<file path="src/rtl/wb_spi_sram_responder.sv">
// Wishbone B4 slave serving 8-bit accesses from a 23LC1024-style SPI serial SRAM.
// Chip-select stays low between sequential accesses so streaming costs one byte per beat.
module wb_spi_sram_responder #(
  parameter int         ADDR_WIDTH     = 24,
  parameter logic [7:0] CMD_READ       = 8'h03,
  parameter logic [7:0] CMD_WRITE      = 8'h02,
  parameter int         CS_IDLE_CYCLES = 2
) (
  input  logic                  clk_i,
  input  logic                  rst_ni,
  input  logic                  wbs_cyc_i,
  input  logic                  wbs_stb_i,
  input  logic [ADDR_WIDTH-1:0] wbs_adr_i,
  input  logic                  wbs_we_i,
  input  logic [7:0]            wbs_dat_i,
  input  logic [2:0]            wbs_cti_i,
  input  logic [1:0]            wbs_bte_i,
  output logic                  wbs_ack_o,
  output logic                  wbs_err_o,
  output logic                  wbs_rty_o,
  output logic [7:0]            wbs_dat_o,
  input  logic [1:0]            sram_config_i,
  output logic                  spi_sck_o,
  output logic                  spi_cs_n_o,
  output logic                  spi_mosi_o,
  input  logic                  spi_miso_i
);

  typedef enum logic [2:0] {
    IDLE, CS_SETUP, CMD, DATA, ACK, HOLD, CS_END
  } state_t;

  localparam int         AW_EXT      = (ADDR_WIDTH > 24) ? ADDR_WIDTH : 24;
  localparam logic [7:0] CS_END_LAST = 8'(CS_IDLE_CYCLES - 1);

  state_t                state_q;
  logic [ADDR_WIDTH-1:0] addr_q;
  logic [ADDR_WIDTH-1:0] next_addr_q;
  logic                  we_q;
  logic [7:0]            dat_q;
  logic [2:0]            cti_q;
  logic [1:0]            h_sel_q;
  logic [2:0]            div_cnt_q;
  logic [4:0]            bit_cnt_q;
  logic [31:0]           shift_q;
  logic [7:0]            rx_q;
  logic                  aborted_q;
  logic [7:0]            end_cnt_q;

  logic [2:0]            half_m1;
  logic [AW_EXT-1:0]     addr_ext;
  logic [31:0]           cmd_word;
  logic                  req;
  logic                  unused;

  assign wbs_err_o = 1'b0;
  assign wbs_rty_o = 1'b0;
  assign unused    = ^wbs_bte_i;

  assign req      = wbs_cyc_i & wbs_stb_i & ~wbs_ack_o;
  assign addr_ext = AW_EXT'(addr_q);
  assign cmd_word = {(we_q ? CMD_WRITE : CMD_READ), addr_ext[23:0]};

  // SCK half-period is 2^h_sel clk cycles; the divider counts to half-1.
  always_comb begin
    half_m1 = 3'd0;
    case (h_sel_q)
      2'd0:    half_m1 = 3'd0;
      2'd1:    half_m1 = 3'd1;
      2'd2:    half_m1 = 3'd3;
      default: half_m1 = 3'd7;
    endcase
  end

  always_ff @(posedge clk_i or negedge rst_ni) begin
    if (!rst_ni) begin
      state_q     <= IDLE;
      addr_q      <= '0;
      next_addr_q <= '0;
      we_q        <= 1'b0;
      dat_q       <= 8'h00;
      cti_q       <= 3'b000;
      h_sel_q     <= 2'd0;
      div_cnt_q   <= 3'd0;
      bit_cnt_q   <= 5'd0;
      shift_q     <= 32'h0;
      rx_q        <= 8'h00;
      aborted_q   <= 1'b0;
      end_cnt_q   <= 8'd0;
      wbs_ack_o   <= 1'b0;
      wbs_dat_o   <= 8'h00;
      spi_sck_o   <= 1'b0;
      spi_cs_n_o  <= 1'b1;
      spi_mosi_o  <= 1'b0;
    end else begin
      wbs_ack_o <= 1'b0;
      case (state_q)
        IDLE: begin
          if (req) begin
            addr_q     <= wbs_adr_i;
            we_q       <= wbs_we_i;
            dat_q      <= wbs_dat_i;
            cti_q      <= wbs_cti_i;
            h_sel_q    <= sram_config_i;
            aborted_q  <= 1'b0;
            spi_cs_n_o <= 1'b0;
            state_q    <= CS_SETUP;
          end
        end

        CS_SETUP: begin
          shift_q    <= cmd_word;
          spi_mosi_o <= cmd_word[31];
          bit_cnt_q  <= 5'd31;
          div_cnt_q  <= 3'd0;
          spi_sck_o  <= 1'b0;
          state_q    <= CMD;
        end

        // Each bit: SCK low for H cycles, then high for H; MISO captured as SCK rises.
        CMD, DATA: begin
          if (!wbs_cyc_i) aborted_q <= 1'b1;
          if (!spi_sck_o) begin
            if (div_cnt_q == half_m1) begin
              spi_sck_o <= 1'b1;
              div_cnt_q <= 3'd0;
              rx_q      <= {rx_q[6:0], spi_miso_i};
            end else begin
              div_cnt_q <= div_cnt_q + 3'd1;
            end
          end else if (div_cnt_q != half_m1) begin
            div_cnt_q <= div_cnt_q + 3'd1;
          end else begin
            spi_sck_o <= 1'b0;
            div_cnt_q <= 3'd0;
            if (bit_cnt_q[2:0] == 3'd0 && (aborted_q || !wbs_cyc_i)) begin
              spi_cs_n_o <= 1'b1;
              spi_mosi_o <= 1'b0;
              end_cnt_q  <= 8'd0;
              state_q    <= CS_END;
            end else if (bit_cnt_q != 5'd0) begin
              bit_cnt_q  <= bit_cnt_q - 5'd1;
              shift_q    <= {shift_q[30:0], 1'b0};
              spi_mosi_o <= shift_q[30];
            end else if (state_q == CMD) begin
              shift_q    <= {(we_q ? dat_q : 8'h00), 24'h0};
              spi_mosi_o <= we_q & dat_q[7];
              bit_cnt_q  <= 5'd7;
              state_q    <= DATA;
            end else begin
              wbs_ack_o  <= 1'b1;
              if (!we_q) wbs_dat_o <= rx_q;
              spi_mosi_o <= 1'b0;
              state_q    <= ACK;
            end
          end
        end

        // A wrapped address is never continued sequentially.
        ACK: begin
          next_addr_q <= addr_q + ADDR_WIDTH'(1);
          if (cti_q == 3'b111 || &addr_q) begin
            spi_cs_n_o <= 1'b1;
            end_cnt_q  <= 8'd0;
            state_q    <= CS_END;
          end else begin
            state_q <= HOLD;
          end
        end

        HOLD: begin
          if (req) begin
            if (wbs_adr_i == next_addr_q && wbs_we_i == we_q) begin
              addr_q     <= wbs_adr_i;
              dat_q      <= wbs_dat_i;
              cti_q      <= wbs_cti_i;
              aborted_q  <= 1'b0;
              shift_q    <= {(wbs_we_i ? wbs_dat_i : 8'h00), 24'h0};
              spi_mosi_o <= wbs_we_i & wbs_dat_i[7];
              bit_cnt_q  <= 5'd7;
              div_cnt_q  <= 3'd0;
              spi_sck_o  <= 1'b0;
              state_q    <= DATA;
            end else begin
              spi_cs_n_o <= 1'b1;
              end_cnt_q  <= 8'd0;
              state_q    <= CS_END;
            end
          end
        end

        CS_END: begin
          if (end_cnt_q == CS_END_LAST) begin
            if (req) begin
              addr_q     <= wbs_adr_i;
              we_q       <= wbs_we_i;
              dat_q      <= wbs_dat_i;
              cti_q      <= wbs_cti_i;
              h_sel_q    <= sram_config_i;
              aborted_q  <= 1'b0;
              spi_cs_n_o <= 1'b0;
              state_q    <= CS_SETUP;
            end else begin
              state_q <= IDLE;
            end
          end else begin
            end_cnt_q <= end_cnt_q + 8'd1;
          end
        end

        default: state_q <= IDLE;
      endcase
    end
  end

endmodule

</file>
<file path="config.mk">
export PLATFORM = sky130hd
export DESIGN_NAME = wb_spi_sram_responder
export DESIGN_NICKNAME = d
export VERILOG_FILES = /design/src/rtl/wb_spi_sram_responder.sv
export SDC_FILE = /design/constraint.sdc
export NUM_CORES = 1
export LEC_CHECK = 0
export CAP_MARGIN = 25
export CORE_MARGIN = 5
export CORE_UTILIZATION = 50
export CTS_CLUSTER_DIAMETER = 60
export DETAILED_ROUTE_END_ITERATION = 7
export DONT_BUFFER_PORTS = 1
export GPL_ROUTABILITY_DRIVEN = 0
export PLACE_DENSITY_LB_ADDON = 0.1
export SETUP_SLACK_MARGIN = 0.02
export SLEW_MARGIN = 10
export SYNTH_ARGS = -nofsm -noshare
export SYNTH_HDL_FRONTEND = slang
export SYNTH_SLANG_ARGS = --single-unit
</file>
<file path="constraint.sdc">
create_clock -name clk_i -period 2.95 [get_ports clk_i]
set_input_delay 0 -clock clk_i [delete_from_list [all_inputs] [get_ports clk_i]]
set_output_delay 0 -clock clk_i [all_outputs]
set_load 0.01 [all_outputs]
</file>
Word-level counts from Yosys, hierarchy flattened
Index checks and enable logic that the tools add are counted.

word-level totals
  output and inout port bits = 14
  input port bits = 45
  word-level logic and storage cells = 189
  register bits = 133

operators by class
  bitwise gates (word level) = 11
  reductions and logical operators = 28
  equal/unequal tests = 28
  add/sub/neg operators = 4
  mux-type cells = 100

operators with widths
  kind                   number
  $mux 31                7
  $mux 24                4
  $pmux 31 s3            1
  $mux 8                 11
  $pmux 24 s3            1
  $mux 3                 18
  $mux 5                 7
  $mux 1                 33
  $pmux 8 s4             1
  $pmux 3 s3             3
  $add 24x1->24 const B  1
  $eq 24x24->1           1
  $ne 2x2->1 const B     12
  $pmux 8 s3             1
  $reduce_and 24->1      1
  $pmux 3 s6             1
  $reduce_and 8->1       2
  $pmux 5 s3             1
  $mux 7                 2
  $reduce_and 7->1       2
  $eq 3x3->1 const B     4
  $reduce_and 5->1       2
  $reduce_bool 5->1      2
  $add 8x1->8 const B    1
  32 further kinds       52

Depth between registers and ports, before layout
Gate-level depths: netlist of run 1.

  depth after elaboration = 7
  gate-level depth with buffers = 11

Worst setup path before layout of run 1
No wires, ideal clock.

  path type = register to register
  from = register state_q[2]
  to = register bit_cnt_q[2]
  data arrival time = 2.309 ns
  stages on the path, launching flop included = 10
  required time = 2.828 ns
  buffers on the path = 3
  slack = 0.520 ns
  cell sequence = dfrtp_1 > clkbuf_1 > inv_1 > ha_1 > clkbuf_1 > clkinv_1 > nor2_1 > clkbuf_1 > nand4_1 > a32o_1

on the way
  word-level cells in the longest chain between the ends = 4

RTL lines
  item                                          line     source
  start: declaration                            36       state_t state_q;
  start signal: assignment                      77       state_q <= IDLE;
  start signal: assignment                      107      state_q <= CS_SETUP;
  start signal: assignment                      117      state_q <= CMD;
  $eq 3x2->1 (on tied branches)                 97, 145
  $reduce_or 2->1                               97       case (state_q)
  $ne 3x3->1 (no line) (tied with other cells)  n/a
  $reduce_and 7->1 (no line)                    n/a
  end signal: assignment                        142      bit_cnt_q <= bit_cnt_q - 5'd1;
  end: declaration                              44       logic [4:0] bit_cnt_q;

Several ways; a longest one is shown, not always the timed one.
A chain may end at the register's enable or synchronous reset.

Worst setup path after layout of run 1
  from = register we_q
  to = register addr_q[17] (netlist: addr_ext[17])

on the way
  word-level cells in the longest chain between the ends = 4

RTL lines
  item                        line  source
  start: declaration          39    logic we_q;
  start signal: assignment    101   we_q <= wbs_we_i;
  start signal: assignment    196   we_q <= wbs_we_i;
  $eq 1x1->1                  173   if (wbs_adr_i == next_addr_q && wbs_we_i == we_q) begin
  $logic_and 1x1->1           173
  $ne 2x2->1 (no line)        n/a
  $reduce_and 4->1 (no line)  n/a
  end signal: assignment      100   addr_q <= wbs_adr_i;
  end signal: assignment      174   addr_q <= wbs_adr_i;
  end signal: assignment      195   addr_q <= wbs_adr_i;
  end: declaration            37    logic [ADDR_WIDTH-1:0] addr_q;

Every way passes these cells.

==> results of run 1 <==
[how the worst max path moves through the flow]
stage                          start  slack, ns           end  depth (start not counted)
after global placement          we_q       0.31  addr_ext[19]                          7
after global routing            we_q       0.13    spi_mosi_o                          7
after CTS                       we_q       0.26    spi_mosi_o                          7
final                           we_q       0.25  addr_ext[17]                          7
after detailed placement        we_q       0.28    spi_mosi_o                          7
after floorplan           state_q[2]       0.52  bit_cnt_q[2]                          9
[cell families after synthesis]
| family | count (synthesis) |
|---|---|
| buffers and inverters | 51 |
| AOI/OAI and AO/OA | 191 |
| DFF | 133 |
| and+or+nand+nor | 153 |
| other | 1 |
| xor gates and xnor gates | 49 |
| adders and majority gates | 10 |
| muxes | 61 |
[power by group]
group	switching, mW	internal [mW]
clock	0.851	1.42
sequential	0.782	2.62
combinational	1.63	1.55
total	3.26	5.59
[area by class of cell]
type	instances	area [um^2]	area share, %
clock buffers	18	429	5.19
inverters	11	41.3	0.499
clock inverters	14	201	2.44
flip-flops and latches	133	3330	40.3
well taps	180	225	2.72
multi-input cells	466	3460	41.8
repair buffers	59	581	7.02
[synth_stat cells, drive strengths merged, types with 4 or more instances]
library cell and number:
dfrtp 132, nor2 41, a21oi 80, inv 10, and4 4, nor2b 6, o21ai 13, a22oi 24
nand4 8, xnor2 9, nand3 22, nor4 10, clkbuf 21, a31oi 32, a41oi 6, xor2 40
buf 19, nand2 26, nor4b 4, nor3 9, mux2 59, ha 10, and3 12, o21a 4
a22o 5, o31ai 10
[cells in the final DEF, fill, tap and decap left out, types with 3 or more instances in the layout]
cell / netlist / layout
sky130_fd_sc_hd__nand4_1: 8 / 8
sky130_fd_sc_hd__a22o_1: 5 / 5
sky130_fd_sc_hd__nor4_1: 8 / 8
sky130_fd_sc_hd__nor2_1: 41 / 39
sky130_fd_sc_hd__xor2_1: 40 / 40
sky130_fd_sc_hd__a22oi_1: 24 / 24
sky130_fd_sc_hd__nand2_1: 25 / 25
sky130_fd_sc_hd__and3_1: 11 / 11
sky130_fd_sc_hd__dlygate4sd3_1: 0 / 40
sky130_fd_sc_hd__clkbuf_16: 0 / 17
sky130_fd_sc_hd__dfrtp_1: 132 / 132
sky130_fd_sc_hd__mux2_4: 29 / 29
sky130_fd_sc_hd__bufinv_16: 0 / 4
sky130_fd_sc_hd__a41oi_1: 6 / 6
sky130_fd_sc_hd__nand2b_1: 3 / 3
sky130_fd_sc_hd__clkinv_4: 0 / 3
sky130_fd_sc_hd__buf_4: 4 / 16
sky130_fd_sc_hd__clkinvlp_4: 0 / 5
sky130_fd_sc_hd__mux2_2: 29 / 29
sky130_fd_sc_hd__o21a_1: 4 / 4
sky130_fd_sc_hd__and4_1: 4 / 4
sky130_fd_sc_hd__a21oi_1: 79 / 78
sky130_fd_sc_hd__a31oi_1: 32 / 32
sky130_fd_sc_hd__nor3_1: 7 / 7
sky130_fd_sc_hd__nand3_1: 21 / 21
sky130_fd_sc_hd__xnor2_1: 9 / 9
sky130_fd_sc_hd__o21ai_0: 11 / 11
sky130_fd_sc_hd__o2bb2ai_1: 3 / 3
sky130_fd_sc_hd__nor2b_1: 6 / 6
sky130_fd_sc_hd__o31ai_1: 9 / 9
sky130_fd_sc_hd__ha_1: 10 / 10
sky130_fd_sc_hd__inv_1: 10 / 10
sky130_fd_sc_hd__buf_12: 0 / 3
[flip-flops by register name, indices dropped and copies added (netlist names), 2 cells and up]
| register | flops |
|---|---|
| shift_q | 31 |
| addr_ext | 24 |
| next_addr_q | 24 |
| dat_q | 8 |
| end_cnt_q | 8 |
| rx_q | 8 |
| wbs_dat_o | 8 |
| bit_cnt_q | 5 |
| cti_q | 3 |
| div_cnt_q | 3 |
| state_q | 3 |
| h_sel_q | 2 |
[per-layer routing]
metal | part of all wire [%] | GRT usage, % | up-vias
met4 | 1.2 | 5.74 | 0
met5 | 0 | 0 | -
li1 | - | - | 2479
met1 | 46 | 30.5 | 2595
met3 | 6.3 | 6.04 | 16
met2 | 46 | 32.8 | 153
[worst max-delay path: cells and delay by family (launching register included)]
| family | cells | cell delay [ns] |
|---|---|---|
| AOI/OAI and AO/OA | 1 | 0.23 |
| xor gates and xnor gates | 1 | 0.21 |
| buffers and inverters | 1 | 0.27 |
| DFF | 1 | 0.48 |
| muxes | 1 | 0.31 |
| and+or+nand+nor | 3 | 1.06 |
[stage by stage]
stage	util (%)	std cells	cell area (um^2)	total power, mW
finish	59.8	881	8270	8.86
global route	59.8	881	8270	9.49
CTS	59.8	881	8270	8.90
detailed placement	52.3	809	7240	6.55
global placement	52.3	809	7240	6.41
floorplan	-	650	7000	5.74
==> flow_summary_export.csv, run 1 <==
group,metric,value,unit
drt,drcViolationCount,0,
timing,finalSetupTns,0,ns
worst_setup_path,crit_path_start_kind,"flip-flop",
place,dpl_worst_slack,0.277,ns
final_layout,n_fill_cell,1132,
global_routing,globalRouteOverflowTotal,0,
clock_network,clkSlewWorstSetupHoldPaths,0.06,ns
global_routing,grt_start_max_net_pins,134,
logic_synthesis,synth_largest_area_cell,"sky130_fd_sc_hd__dfrtp_1",
clock_network,ctsLongestPathBuffers,2,
logic_synthesis,synth_top_cell_area_share,47.2,%
timing,timing_worst_slew_pin_value,0.620,ns
logic_synthesis,yosys_register_bits,133,
logic_synthesis,post_synth_main_area_contributors,"sky130_fd_sc_hd__dfrtp_1 (47%), sky130_fd_sc_hd__mux2_4 (6.2%), sky130_fd_sc_hd__a21oi_1 (5.7%), sky130_fd_sc_hd__xor2_1 (5.0%), sky130_fd_sc_hd__mux2_2 (4.7%)",
drt,drtAntennaViolNets,0,
timing,fin_hold_ws,-0.732,ns
drt,number_of_vias_per_cell,5.95,
logic_synthesis,netlist-cell-type-count,64,
timing,report.final.slew_viol_count,0,
die,floorplan.initialDensity,50.6,%
logic_synthesis,syn_area,7000,um^2
die,dieWidth,128,um
drt,initialDrtViolationCount,393,
drt,routed_wire_length_per_instance,18.7,um
logic_synthesis,synth_enable_flop_cells,0,
worst_setup_path,worst_r2r_path_depth,7,
timing,final_period_minus_worst_setup_slack,2.70,ns
die,placeableCoreArea,13800,um^2
logic_synthesis,yosys_warns,0,
worst_setup_path,crit_path_max_fanout,27,
final_layout,antenna-diode-count,0,
worst_setup_path,cp_data_required_time,3.26,ns
global_routing,grt_usage,21.6,%
clock_network,clock_buffers_created_by_tritoncts,17,
drt,routed_wl,16.5,mm
timing,timing.max_slew.rel_slack,58.4,%
timing,fmax,371,MHz
worst_setup_path,r2r_setup_slack,0.25,ns
final_layout,layout.nets,743,
timing,skew,0.00640,ns
logic_synthesis,ys_dominant_reg_cell,"sky130_fd_sc_hd__dfrtp_1",
die,chipHeight,128,um
clock_network,postCtsResizedCells,0,
run,max-cap-violations,0,
timing,unrepaired_setup_endpoints_after_global_routing,"false",
pwr,cellPowerDensity,1070,nW/um^2
final_layout,layout-drive-gt1-share,18.5,%
global_routing,grt_antenna_before_repair,0,
clock_network,tritoncts,"done",
clock_network,postCtsSetupBuffers,0,
logic_synthesis,avgSynthCellArea,10.8,um^2
place,port_buffers,0,
worst_setup_path,critical_path.endpoint_type,"flip-flop",
timing,finalSetupViolCount,0,
logic_synthesis,synthMuxAreaShare,11.3,%
worst_setup_path,rr_endpoint,"addr_ext[17]",
timing,final_hold_viol_count,133,
clock_network,clk_latency,0.43,ns
logic_synthesis,synth-seq-area-share,47.6,%
global_routing,grt_pass1_vias,5320,
worst_setup_path,arrival,3.01,ns
pwr,leakage,3.54,nW
logic_synthesis,combinational_family_with_the_most_area_after_synthesis,"compound AO/OA/AOI/OAI gates",
clock_network,cts-root-buf,"sky130_fd_sc_hd__clkbuf_16",
worst_setup_path,critical_path.cell_chain,"xor2_1, nor4_1, nand4_1, nor3_2, a21oi_4, buf_12, mux2_4",
outcome,violations,"negative hold slack",
logic_synthesis,netlist_instances,649,
drt,first_pass_iters,6,
outcome,status,"complete, but fails checks",
global_routing,grt_pass1_wl,28.2,mm
timing,postLayoutSetupSlackWorst,0.254,ns
logic_synthesis,postSynth.asyncResetShare,100,%
drt,detailroute.via_count,5243,
clock_network,clock-sinks,133,
clock_network,cts.htree.levels,4,
worst_setup_path,worst_path_max_delay_cell,"sky130_fd_sc_hd__dfrtp_1",
logic_synthesis,post_synth_and_or_nand_nor_area_fraction,12.1,%
worst_setup_path,worst_r2r_startpoint,"we_q",
worst_setup_path,worst-setup-path-type,"flip-flop to flip-flop",
die,std_cell_rows,43,
timing,final.period_utilization,91.4,%
hold_path,holdCritPathClass,"input pin to async pin",
clock_network,hold_buffers,40,
die,ioPinCount,59,
die,design.die.area,16500,um^2
final_layout,layout_area_overhead,18.2,%
logic_synthesis,compound_cell_area_share_of_the_yosys_netlist,17.5,%
logic_synthesis,xor_xnor_share_of_the_synthesized_area,6.13,%
pwr,vdd.ir_drop.worst,0.665,mV
logic_synthesis,synthAdderAreaFrac,1.79,%
worst_setup_path,cpPeakStageDelay,0.48,ns
place,dp.final_hpwl,10.8,mm
Note: power is estimated with default switching activity, not from simulation.
==> inputs of run 2 (changes only) <==
--- a/config.mk
+++ b/config.mk
@@ -5,6 +5,7 @@
 export SDC_FILE = /design/constraint.sdc
 export NUM_CORES = 1
 export LEC_CHECK = 0
+export ABC_AREA = 1
 export CAP_MARGIN = 25
 export CORE_MARGIN = 5
 export CORE_UTILIZATION = 50
==> run 2 against run 1 <==
Net effect:
- largest cell class unchanged
- critical path depth up 3
- clock power up 2%
- count of clock-buffer cells in the layout unchanged
- combinational power is essentially flat
- the run still ends with negative hold slack left
- highest routed layer unchanged
- hold slack improved by 0.0061 ns
- largest power group is now combinational logic
- synthesized cell count up 52%
==> flow_summary_export.csv, run 2 <==
group,metric,value,unit
logic_synthesis,postSynth.asyncResetShare,100,%
drt,met3RoutedLength,1.26,mm
clock_network,cts-root-buf,"sky130_fd_sc_hd__clkbuf_16",
logic_synthesis,synth_largest_area_cell,"sky130_fd_sc_hd__dfrtp_1",
logic_synthesis,yosysMostFrequentCell,"sky130_fd_sc_hd__nand2_1",
worst_setup_path,crit_path_start_kind,"flip-flop",
hold_path,holdCritPathClass,"input pin to async pin",
logic_synthesis,synth_top_cell_area_share,44.6,%
drt,routedLengthMet1,9.34,mm
place,dp.final_hpwl,12.4,mm
timing,fin_hold_ws,-0.726,ns
global_routing,grt_start_max_net_pins,134,
logic_synthesis,synthMuxAreaShare,0.304,%
final_layout,layout-drive-gt1-share,7.69,%
timing,final_period_minus_worst_setup_slack,2.50,ns
run,max-cap-violations,0,
clock_network,clock_buffers_created_by_tritoncts,17,
pwr,vdd.ir_drop.worst,0.503,mV
die,std_cell_rows,44,
global_routing,grt_pass1_wl,32.9,mm
logic_synthesis,ys_dominant_reg_cell,"sky130_fd_sc_hd__dfrtp_1",
final_layout,antenna-diode-count,0,
die,floorplan.initialDensity,50.9,%
final_layout,layout_area_overhead,16.1,%
global_routing,grt_usage,23.1,%
timing,final_hold_viol_count,133,
final_layout,area_occupied_by_multi_input_gates,3530,um^2
drt,detailed_routed_wire_length_on_met2,8.92,mm
clock_network,hold_buffers,40,
final_layout,layout_commonest_cell,"sky130_fd_sc_hd__nand2_1",
clock_network,cts.htree.levels,4,
timing,postLayoutSetupSlackWorst,0.446,ns
timing,finalSetupTns,0,ns
worst_setup_path,worst-setup-path-type,"flip-flop to flip-flop",
die,ioPinCount,59,
global_routing,grt_antenna_before_repair,0,
worst_setup_path,cp_data_required_time,3.25,ns
final_layout,layout.nets,1069,
drt,initialDrtViolationCount,531,
place,post-place-cells,1139,
final_layout,layout.cells.non_filler,1211,
logic_synthesis,synth_commonest_cells,"sky130_fd_sc_hd__nand2_1 (351), sky130_fd_sc_hd__dfrtp_1 (132), sky130_fd_sc_hd__nand4_1 (86)",
logic_synthesis,post_synth_and_or_nand_nor_area_fraction,34.2,%
logic_synthesis,netlist_instances,986,
timing,finalSetupViolCount,0,
place,port_buffers,0,
final_layout,largest_register_ff_count,31,
global_routing,grt_pass1_vias,6302,
logic_synthesis,post_synth_main_area_contributors,"sky130_fd_sc_hd__dfrtp_1 (45%), sky130_fd_sc_hd__nand2_1 (18%), sky130_fd_sc_hd__nand4_1 (7.3%), sky130_fd_sc_hd__inv_1 (4.3%), sky130_fd_sc_hd__nor2_1 (3.5%)",
worst_setup_path,crit_path_max_fanout,16,
clock_network,clock-sinks,133,
final_layout,final-seq-area,3330,um^2
logic_synthesis,yosys_register_bits,133,
die,placeableCoreArea,14500,um^2
timing,timing.max_slew.rel_slack,57.0,%
logic_synthesis,yosys_warns,0,
logic_synthesis,combinational_family_with_the_most_area_after_synthesis,"simple AND/OR/NAND/NOR gates",
logic_synthesis,netlist-cell-type-count,40,
die,chipHeight,132,um
clock_network,clk_latency,0.43,ns
clock_network,clkSlewWorstSetupHoldPaths,0.06,ns
pwr,leakage,4.19,nW
logic_synthesis,avgSynthCellArea,7.50,um^2
timing,skew,0.00858,ns
worst_setup_path,critical_path.endpoint_type,"flip-flop",
drt,number_of_vias_per_cell,5.48,
place,dpl_worst_slack,0.472,ns
drt,detailroute.via_count,6639,
logic_synthesis,synth-seq-area-share,45.0,%
final_layout,commonest_cells_after_routing_fill_and_taps_aside,"sky130_fd_sc_hd__nand2_1 (351), sky130_fd_sc_hd__dfrtp_1 (132), sky130_fd_sc_hd__nand4_1 (86), sky130_fd_sc_hd__inv_1 (85), sky130_fd_sc_hd__nor2_1 (68)",
die,dieWidth,132,um
timing,final.period_utilization,84.9,%
drt,dr.max_layer_used,"met4",
logic_synthesis,synthAdderAreaFrac,1.69,%
drt,drcViolationCount,0,
drt,routed_wire_length_per_instance,16.4,um
timing,fmax,399,MHz
outcome,violations,"negative hold slack",
drt,routed_wl,19.8,mm
pwr,cellPowerDensity,1010,nW/um^2
outcome,status,"complete, but fails checks",
drt,first_pass_iters,5,
final_layout,top_register,"shift_q",
timing,unrepaired_setup_endpoints_after_global_routing,"false",
drt,drtAntennaViolNets,0,
logic_synthesis,xor_xnor_share_of_the_synthesized_area,3.79,%
global_routing,globalRouteOverflowTotal,0,
logic_synthesis,synth_enable_flop_cells,0,
final_layout,n_fill_cell,1378,
worst_setup_path,arrival,2.80,ns
clock_network,ctsLongestPathBuffers,2,
clock_network,postCtsResizedCells,0,
clock_network,tritoncts,"done",
die,design.die.area,17300,um^2
timing,report.final.slew_viol_count,0,
logic_synthesis,compound_cell_area_share_of_the_yosys_netlist,7.36,%
logic_synthesis,syn_area,7400,um^2
timing,timing_worst_slew_pin_value,0.643,ns
pwr,design_power_total,8.65,mW
clock_network,postCtsSetupBuffers,0,
-- run 2: cell types whose count changed in the layout (fill, tap and decap cells not counted), moves of 11 or more --
| cell | change |
|---|---|
| sky130_fd_sc_hd__nand3_1 | +24 |
| sky130_fd_sc_hd__a22oi_1 | -24 |
| sky130_fd_sc_hd__a31oi_1 | -28 |
| sky130_fd_sc_hd__mux2_2 | -27 |
| sky130_fd_sc_hd__nor2_1 | +29 |
| sky130_fd_sc_hd__nand4_1 | +78 |
| sky130_fd_sc_hd__a21oi_1 | -70 |
| sky130_fd_sc_hd__inv_1 | +75 |
| sky130_fd_sc_hd__xor2_1 | -20 |
| sky130_fd_sc_hd__and3_1 | -11 |
| sky130_fd_sc_hd__o21ai_0 | +40 |
| sky130_fd_sc_hd__mux2_4 | -29 |
| sky130_fd_sc_hd__nand2_1 | +326 |
-- run 2: kinds of logic after synthesis --
kind of cell | after synthesis
adder cells (fa/ha/maj) | 10
AND/OR/NAND/NOR | 576
buffers and inverters | 139
flip-flops | 133
other | 1
multiplexers | 2
XOR/XNOR | 32
AO/OA/AOI/OAI | 93
-- run 2: path summary, 6_finish.rpt --
check                             start           end  slack, ns  cells past startpoint
min in group clk_i            wbs_cyc_i     spi_sck_o       0.06                      6
max reg2reg                 addr_ext[0]  end_cnt_q[1]       0.45                     10
max in group asynchronous        rst_ni    spi_cs_n_o       3.43                      0
min                              rst_ni   shift_q[25]      -0.73                      0
min reg2reg                addr_ext[23]  addr_ext[23]       0.48                      2
max                         addr_ext[0]  end_cnt_q[1]       0.45                     10
-- run 2: layout make-up --
| class | instances | share of cell area, % |
|---|---|---|
| Multi-Input combinational cell | 715 | 41.1 |
| Clock inverter | 14 | 2.29 |
| Tap cell | 184 | 2.68 |
| Clock buffer | 18 | 5.11 |
| Timing Repair Buffer | 52 | 5.86 |
| Sequential cell | 133 | 38.8 |
| Inverter | 95 | 4.15 |
-- run 2: per-layer routing --
metal | vias up | GRT usage, %
met5 | - | 0
met1 | 3137 | 33.9
met2 | 186 | 34.2
li1 | 3286 | -
met3 | 30 | 5.66
met4 | 0 | 6.40
-- run 2: worst max-delay path, cell delays in order, from the launching register on --
cell                      delay (ns)
sky130_fd_sc_hd__dfrtp_1        0.53
sky130_fd_sc_hd__ha_1           0.24
sky130_fd_sc_hd__nand3_1        0.12
sky130_fd_sc_hd__nor2_1         0.20
sky130_fd_sc_hd__nand2_1        0.11
sky130_fd_sc_hd__nor2_1         0.17
sky130_fd_sc_hd__nand4_1        0.16
sky130_fd_sc_hd__nand3_1        0.19
sky130_fd_sc_hd__nand3_2        0.38
sky130_fd_sc_hd__nand2_1        0.20
sky130_fd_sc_hd__o21ai_2        0.07
-- run 2: through the flow --
step / utilization, % / instance area [um^2]
2_1_floorplan: - / 7400
3_3_place_gp: 52.0 / 7550
3_5_place_dp: 52.0 / 7550
4_1_cts: 59.1 / 8590
5_1_grt: 59.1 / 8590
6_report: 59.1 / 8590
-- run 2: report_power, final --
part	switching [mW]	total, mW	internal, mW
clock network	0.865	2.31	1.45
registers	0.615	3.14	2.52
logic	2.08	3.20	1.11
total	3.56	8.65	5.08
==> inputs of run 3 (changes only) <==
==> constraint.sdc (replaced) <==
create_clock -name clk_i -period 2.1 [get_ports clk_i]
set_input_delay 0 -clock clk_i [delete_from_list [all_inputs] [get_ports clk_i]]
set_output_delay 0 -clock clk_i [all_outputs]
set_load 0.01 [all_outputs]
==> run 3 against run 2 <==
Net effect:
- the flow still finishes with violations (negative hold slack)
- non-clock buffer count grew 32
- highest routed layer unchanged
- largest cell class unchanged
- first-iteration DRC count grew 15%
- count of clock-buffer cells in the layout grew 5
- critical path type unchanged
- final area grew 4.1%
- largest power group unchanged
==> flow_summary_export.csv, run 3 (synthesized netlist as in run 2, its figures left out) <==
group,metric,value,unit
drt,detailroute.via_count,6774,
clock_network,clk_latency,0.43,ns
place,dp.final_hpwl,12.9,mm
final_layout,layout.cells.non_filler,1242,
clock_network,cts.htree.levels,4,
final_layout,layout-drive-gt1-share,11.4,%
clock_network,ctsLongestPathBuffers,2,
clock_network,cts-root-buf,"sky130_fd_sc_hd__clkbuf_16",
worst_setup_path,crit_path_max_fanout,20,
timing,skew,0.00837,ns
global_routing,grt_start_max_net_pins,134,
clock_network,clkSlewWorstSetupHoldPaths,0.06,ns
worst_setup_path,critical_path.endpoint_type,"flip-flop",
final_layout,fin_util,61.5,%
final_layout,top_register,"shift_q",
timing,timing_worst_slew_pin_value,0.680,ns
die,placeableCoreArea,14500,um^2
timing,final_period_minus_worst_setup_slack,2.02,ns
drt,initialDrtViolationCount,610,
die,floorplan.initialDensity,50.9,%
worst_setup_path,rr_endpoint,"shift_q[9]",
final_layout,layout_area_overhead,20.8,%
pwr,design_power_total,12.5,mW
global_routing,grt_pass1_vias,6577,
hold_path,holdCritPathClass,"input pin to async pin",
drt,number_of_vias_per_cell,5.45,
final_layout,largest_register_ff_count,31,
final_layout,layout.nets,1101,
clock_network,clock_buffers_created_by_tritoncts,17,
die,std_cell_rows,44,
drt,routed_wl,20.5,mm
drt,drtAntennaViolNets,0,
clock_network,clock-sinks,133,
timing,report.final.slew_viol_count,0,
pwr,leakage,4.37,nW
drt,drcViolationCount,0,
die,dieWidth,132,um
timing,fin_hold_ws,-0.728,ns
drt,first_pass_iters,5,
place,port_buffers,0,
clock_network,hold_buffers,40,
final_layout,commonest_cells_after_routing_fill_and_taps_aside,"sky130_fd_sc_hd__nand2_1 (347), sky130_fd_sc_hd__dfrtp_1 (131), sky130_fd_sc_hd__nand4_1 (86), sky130_fd_sc_hd__inv_1 (85), sky130_fd_sc_hd__nor2_1 (65)",
outcome,status,"complete, but fails checks",
timing,finalSetupViolCount,0,
global_routing,grt_pass1_wl,33.6,mm
run,max-cap-violations,0,
worst_setup_path,arrival,2.38,ns
final_layout,fin_area,8940,um^2
final_layout,antenna-diode-count,0,
worst_setup_path,crit_path_start_kind,"flip-flop",
global_routing,globalRouteOverflowTotal,0,
final_layout,layout_commonest_cell,"sky130_fd_sc_hd__nand2_1",
drt,routed_wire_length_per_instance,16.5,um
global_routing,grt_usage,23.7,%
outcome,violations,"negative hold slack",
worst_setup_path,cp_data_required_time,2.46,ns
die,design.die.area,17300,um^2
place,post_placement_cell_area,7810,um^2
pwr,cellPowerDensity,1400,nW/um^2
timing,timing.max_slew.rel_slack,54.5,%
timing,final_hold_viol_count,133,
clock_network,tritoncts,"done",
global_routing,grt_antenna_before_repair,0,
pwr,vdd.ir_drop.worst,0.784,mV
place,post-place-cells,1165,
worst_setup_path,worst-setup-path-type,"flip-flop to flip-flop",
worst_setup_path,worst_r2r_startpoint,"next_addr_q[9]",
timing,fmax,496,MHz
die,chipHeight,132,um
worst_setup_path,worst_r2r_path_depth,12,
die,ioPinCount,59,
worst_setup_path,r2r_setup_slack,0.08,ns
timing,final.period_utilization,96.0,%
==> run 3: cell types whose count changed in the layout (fill, tap and decap cells not counted), moves of 2 or more <==
cell and change:
sky130_fd_sc_hd__clkbuf_8 +3, sky130_fd_sc_hd__nand2_1 -4, sky130_fd_sc_hd__nor2_2 +3, sky130_fd_sc_hd__nand3_2 +4, sky130_fd_sc_hd__nand3_1 -4, sky130_fd_sc_hd__clkbuf_1 +2
sky130_fd_sc_hd__nor2_1 -3, sky130_fd_sc_hd__nand2_2 +4, sky130_fd_sc_hd__buf_12 +6, sky130_fd_sc_hd__buf_4 +25, sky130_fd_sc_hd__inv_6 -5
==> run 3: how the worst max path moves through the flow <==
stage / from / end / cells after the start
finish: next_addr_q[9] / shift_q[9] / 12
global placement: we_q / addr_ext[17] / 12
CTS: we_q / cti_q[2] / 12
global route: next_addr_q[9] / spi_sck_o / 12
floorplan: state_q[2] / bit_cnt_q[2] / 10
detailed placement: we_q / cti_q[2] / 12
==> run 3: layout make-up <==
type                    instances  area [um^2]
clock inverters                 8          123
well taps                     184          230
repair buffers                 84          836
inverters                      95          357
fillers                      1286         5600
clock buffers                  23          488
flip-flops and latches        133         3330
multi-input cells             715         3570
==> run 3: timing repair <==
action                                 in CTS  in global routing
pin swaps                                   0                  4
resized for setup                           0                 13
buffers inserted                            0                  5
setup endpoints to repair                   2                 90
endpoints found under the hold margin     181                133
gates cloned                                0                  1
==> run 3: per-stage QoR <==
step / setup TNS, ns / setup WS (ns)
4_1_cts: 0 / 0.00396
6_report: 0 / 0.0840
2_1_floorplan: 0 / 0.188
3_5_place_dp: 0 / 0.0164
3_3_place_gp: 0 / 0.0668
5_1_grt: -0.00150 / -0.00150
==> run 3: per-layer routing <==
metal | vias up | part of all wire (%) | global-route usage, %
met2 | 211 | 46 | 36.6
li1 | 3333 | - | -
met3 | 29 | 6.2 | 5.62
met1 | 3201 | 46 | 33.2
met4 | 0 | 1.6 | 7.77
met5 | - | 0 | 0
==> run 3: worst max-delay path: stages, from the launching register on <==
cell and delay [ns]:
sky130_fd_sc_hd__dfrtp_1 0.39, sky130_fd_sc_hd__inv_1 0.06, sky130_fd_sc_hd__nand2_1 0.07, sky130_fd_sc_hd__nand2_1 0.06, sky130_fd_sc_hd__nor2_1 0.20, sky130_fd_sc_hd__nand3_2 0.15
sky130_fd_sc_hd__nor2_2 0.15, sky130_fd_sc_hd__nand3_2 0.13, sky130_fd_sc_hd__o21bai_4 0.24, sky130_fd_sc_hd__buf_12 0.14, sky130_fd_sc_hd__buf_12 0.16, sky130_fd_sc_hd__nand4_1 0.11
sky130_fd_sc_hd__nand2_1 0.09
==> run 3: where the power goes <==
part           switching [mW]  internal (mW)  total [mW]  leakage, nW
registers               0.793           3.55        4.34         1.71
logic                    3.14           1.93        5.08         2.37
clock network            1.12           1.98        3.10        0.291
total                    5.06           7.47        12.5         4.37
